===== src/rtl/shadow_reg_bank.sv =====
// Double-buffered register bank: a writable working array and a shadow array
// that only changes on commit, copied atomically or one entry per cycle.
module shadow_reg_bank #(
  parameter int              WIDTH     = 8,
  parameter int              DEPTH     = 4,
  parameter int              COPY_MODE = 0,
  parameter logic [WIDTH-1:0] RESET_VAL = '0,
  parameter int              CNT_W     = 8,
  localparam int             ADDR_W    = (DEPTH > 1) ? $clog2(DEPTH) : 1
) (
  input  logic              clk,
  input  logic              reset_n,
  input  logic              wr_en,
  input  logic [ADDR_W-1:0] wr_addr,
  input  logic [WIDTH-1:0]  wr_data,
  output logic              wr_ready,
  input  logic              clr,
  input  logic              commit_req,
  output logic              busy,
  output logic              commit_ack,
  input  logic [ADDR_W-1:0] rd_addr,
  output logic [WIDTH-1:0]  rd_data,
  output logic [CNT_W-1:0]  commit_cnt
);

  localparam logic [ADDR_W:0]   DEPTH_E  = (ADDR_W + 1)'(DEPTH);
  localparam logic [ADDR_W-1:0] LAST_IDX = ADDR_W'(DEPTH - 1);

  typedef enum logic {IDLE, COPY} state_t;

  state_t            state, state_nxt;
  logic [ADDR_W-1:0] idx, idx_nxt;
  logic              commit_go;
  logic              commit_done;
  logic              wr_in_range;
  logic              rd_in_range;

  logic [WIDTH-1:0] working [DEPTH];
  logic [WIDTH-1:0] shadow  [DEPTH];

  assign commit_go   = commit_req && (state == IDLE);
  assign wr_in_range = ({1'b0, wr_addr} < DEPTH_E);
  assign rd_in_range = ({1'b0, rd_addr} < DEPTH_E);
  assign busy        = (state == COPY);
  assign wr_ready    = (state == IDLE);

  // NOTE: every signal written here gets a default first, so no path through
  // the block leaves a value unassigned and no latch is inferred.
  always_comb begin
    state_nxt   = state;
    idx_nxt     = idx;
    commit_done = 1'b0;
    if (COPY_MODE == 0) begin
      commit_done = commit_go;
    end else begin
      case (state)
        IDLE: begin
          if (commit_go) begin
            state_nxt = COPY;
            idx_nxt   = '0;
          end
        end
        COPY: begin
          idx_nxt = idx + ADDR_W'(1);
          if (idx == LAST_IDX) begin
            state_nxt   = IDLE;
            commit_done = 1'b1;
          end
        end
        default: state_nxt = IDLE;
      endcase
    end
  end

  // NOTE: sequential state uses non-blocking assignments so every register
  // samples pre-edge values; this is what makes commit see working as it
  // stood before a same-cycle write, and a read see the old shadow entry.
  always_ff @(posedge clk or negedge reset_n) begin
    if (!reset_n) begin
      state <= IDLE;
      idx   <= '0;
    end else begin
      state <= state_nxt;
      idx   <= idx_nxt;
    end
  end

  // NOTE: both arrays sit in the async reset because every entry must read
  // back as RESET_VAL after reset, so they build as flops rather than RAM.
  always_ff @(posedge clk or negedge reset_n) begin
    if (!reset_n) begin
      for (int i = 0; i < DEPTH; i++) working[i] <= RESET_VAL;
    end else if (wr_ready) begin
      if (clr) begin
        for (int i = 0; i < DEPTH; i++) working[i] <= RESET_VAL;
      end else if (wr_en && wr_in_range) begin
        working[wr_addr] <= wr_data;
      end
    end
  end

  // Working is frozen while copying, so the serial snapshot stays consistent.
  always_ff @(posedge clk or negedge reset_n) begin
    if (!reset_n) begin
      for (int i = 0; i < DEPTH; i++) shadow[i] <= RESET_VAL;
    end else if (COPY_MODE == 0) begin
      if (commit_go) begin
        for (int i = 0; i < DEPTH; i++) shadow[i] <= working[i];
      end
    end else if (state == COPY) begin
      shadow[idx] <= working[idx];
    end
  end

  always_ff @(posedge clk or negedge reset_n) begin
    if (!reset_n) begin
      commit_ack <= 1'b0;
      commit_cnt <= '0;
      rd_data    <= RESET_VAL;
    end else begin
      commit_ack <= commit_done;
      if (commit_done) commit_cnt <= commit_cnt + CNT_W'(1);
      rd_data <= rd_in_range ? shadow[rd_addr] : '0;
    end
  end

endmodule


===== config.mk =====
export PLATFORM = sky130hd
export DESIGN_NAME = shadow_reg_bank
export DESIGN_NICKNAME = d
export VERILOG_FILES = /design/src/rtl/shadow_reg_bank.sv
export SDC_FILE = /design/constraint.sdc
export NUM_CORES = 1
export LEC_CHECK = 0
export ABC_CLOCK_PERIOD_IN_PS = 2600
export BUFFER_PORTS_ARGS = -buffer_cell sky130_fd_sc_hd__buf_2
export CAP_MARGIN = 20
export CORE_MARGIN = 4
export CORE_UTILIZATION = 55
export DETAILED_ROUTE_END_ITERATION = 10
export PLACE_DENSITY = 0.76
export SYNTH_ARGS = -nofsm -noshare
export SYNTH_HDL_FRONTEND = slang
export SYNTH_SLANG_ARGS = --single-unit

===== constraint.sdc =====
create_clock -name clk -period 2.6 [get_ports clk]
set_input_delay 0.52 -clock clk [delete_from_list [all_inputs] [get_ports clk]]
set_output_delay 0.52 -clock clk [all_outputs]
set_load 0.005 [all_outputs]

==> flow_summary.json <==
{
  "overflow": 0,
  "worst_slack_ps": 1170,
  "cts.repair.resized": 0,
  "core_area_sq_um": 5640,
  "grt_pass1_wl_um": 10100,
  "cts_buffers": 9,
  "dr.pass1.iters": 4,
  "finalCritPeriodShare_pct": 55.0,
  "avgSynthCellArea_sq_um": 14.8,
  "syn_area_sq_um": 3290,
  "die_width_um": 85.3,
  "slowest_stage": "dfrtp_1",
  "vias": 1791,
  "dieArea_sq_um": 7280,
  "drive_above_1_share_pct": 36.5,
  "post_cts_buffers": 0,
  "pwr-share-seq_pct": 50.2,
  "hold_violations": 0,
  "grt_max_degree": 47,
  "yosysMostFrequentCell": "dfrtp_1",
  "max_slew_margin_pct": 57.7,
  "syn_nets": 240,
  "diodes": 0,
  "skew_ps": 6.07,
  "synth_top_family_by_area": "multiplexers",
  "synthXorXnorAreaFrac_pct": 1.86,
  "clkTransAtPathRegs_ps": 80,
  "via_per_inst": 5.39,
  "synthFlopType": "dfrtp_1",
  "slowest_delay_ps": 430,
  "fp.dieH_um": 85.3,
  "vdd_drop_max_uv": 559,
  "power_leakage_uw": 0.00198,
  "io_buffers": 33,
  "drtAntennaViolNets": 0,
  "yosysSeqAreaShare_pct": 61.6,
  "reg2reg_depth": 2,
  "crit_required_ps": 2080,
  "grt_antenna_before_repair": 0,
  "powerDensity_nw_per_um2": 763,
  "grt_pass1_vias": 1930,
  "worst_slew_pin_slew_ps": 635,
  "ios": 36,
  "fin_tns_setup_ps": 0,
  "worstPathArrival_ps": 910,
  "synth-compound-area-share_pct": 0,
  "start_util_pct": 58.3,
  "ys_ff_latch": 81,
  "cts_root_buf": "clkbuf_8",
  "switching_share_pct": 23.5,
  "gp_congestion": 0.721,
  "endpoint_kind": "output pin",
  "timing.rr.start": "commit_cnt[0]$_DFFE_PN0P_",
  "crit_buf_inv": 1,
  "drt_iter0_drc": 75,
  "rsz0062_at_grt": "no",
  "insertion_delay_ps": 340,
  "hp-class": "primary input to asynchronous set/reset pin",
  "max-cap-violations": 0,
  "synth.area.top_cells": "dfrtp_1 (62%), mux2_2 (11%), mux2i_1 (9.7%)",
  "cp_top_family": "flip-flops",
  "wirelength_um": 5830,
  "netSwitchingPower_uw": 668,
  "yosys.area_share.simple_pct": 6.09,
  "pwr-share-clk_pct": 38.7,
  "slew_viol_final": 0,
  "ys_warn_count": 0,
  "finalSetupViolations": 0,
  "period_needed_ps": 1430,
  "r2r-end": "commit_cnt[1]$_DFFE_PN0P_",
  "fmax_mhz": 699,
  "htree_num_levels": 3,
  "cts_tree": "done",
  "synth_top_cells_by_count": "dfrtp_1 (81), mux2_2 (33), mux2i_1 (32), nor2_1 (32), mux4_2 (8)",
  "nNetsFinal": 273,
  "wl_per_cell_um": 17.5,
  "worstSetupPathDepth": 1,
  "layout-area-overhead-vs-synth_pct": 13.4,
  "status": "complete, no violations",
  "clock_sinks": 81,
  "drc": 0,
  "ff2ff_setup_slack_ps": 1520,
  "fillCellCount": 403,
  "path_class": "flop to output pin",
  "grt_usage_pct": 18.5,
  "start_kind": "flop",
  "clockBufferDepth": 2,
  "synthAdderAreaFrac_pct": 0.380,
  "synth_top_area_share_pct": 61.6,
  "synth_cell_types": 18,
  "synth.area.mux_share_pct": 26.5,
  "cp_max_fo": 5,
  "cp_cell_sequence": "buf_2",
  "intPower_uw": 2180,
  "hold_buffers": 0,
  "synth_edf_count": 0,
  "post-place-ws_ps": 923,
  "synth_top_area_cell": "dfrtp_1",
  "synthArstFlopShare_pct": 100,
  "rows": 27,
  "synthCells": 222,
  "dp_hpwl_um": 3630,
  "power_frac_comb_pct": 11.2
}
==> worst max path at each step <==
stage                                          from                endpoint  slack, ps
after floorplan                          rd_addr[0]    rd_data[0]$_DFF_PN0_       1330
after global routing      commit_cnt[2]$_DFFE_PN0P_           commit_cnt[2]       1100
after global placement                   commit_req   shadow[0]$_DFFE_PN0P_        930
final                     commit_cnt[2]$_DFFE_PN0P_           commit_cnt[2]       1170
after CTS                 commit_cnt[5]$_DFFE_PN0P_           commit_cnt[5]       1150
after detailed placement                 commit_req  shadow[31]$_DFFE_PN0P_        920
==> metal layers <==
metal / global-route usage [%] / share of wire (%)
met5: 0 / 0
met4: 7.63 / 1.2
met3: 5.24 / 5.0
met1: 24.9 / 45
met2: 28.2 / 49
==> state kept, by name (all words and copies together), names as in the netlist <==
signal	flops
commit_cnt	8
shadow	32
rd_data	8
commit_ack	1
working	32
==> power by group through the flow <==
stage	logic (uW)	clock network (uW)	registers, uW
detailed placement	324	0	1450
global route	357	1190	1440
CTS	325	1120	1430
global placement	316	0	1450
floorplan	186	0	1450
finish	317	1100	1430
==> logic make-up (layout without fill, tap and decap cells) <==
group	after synthesis	count (layout)
muxes	73	73
and+or+nand+nor	44	44
adders and majority gates	1	1
other	2	2
DFF	81	81
xor gates and xnor gates	7	7
buffers and inverters	14	52
==> area by class of cell <==
class | instances | area (sq um) | area share, %
multi-input cells | 127 | 1150 | 30.9
well taps | 72 | 90.1 | 2.42
clock inverters | 6 | 105 | 2.82
repair buffers | 36 | 215 | 5.77
flip-flops and latches | 81 | 2030 | 54.4
clock buffers | 10 | 138 | 3.69
==> per-stage QoR <==
stage / total power [uW] / hold slack [ps] / utilization, % / instances / cell area (sq um)
after CTS: 2870 / 134 / 66.1 / 332 / 3730
final: 2840 / 130 / 66.1 / 332 / 3730
after detailed placement: 1770 / 461 / 61.8 / 316 / 3490
after global placement: 1760 / 459 / 61.8 / 316 / 3490
after floorplan: 1630 / 224 / - / 222 / 3290
after global routing: 2990 / 151 / 66.1 / 332 / 3730
==> cells in the final DEF (no fill, tap or decap), types with 3 or more instances in the layout <==
cell / Yosys / layout
dfrtp_1: 81 / 81
nand2_1: 3 / 3
nand4_1: 3 / 3
xnor2_1: 6 / 6
mux4_2: 8 / 8
mux2_2: 33 / 33
buf_2: 0 / 32
nor2_1: 32 / 32
clkinv_2: 0 / 3
mux2i_1: 32 / 32
clkbuf_8: 0 / 10
bufinv_16: 0 / 3
No activity file was read; power rests on OpenSTA's default activity.
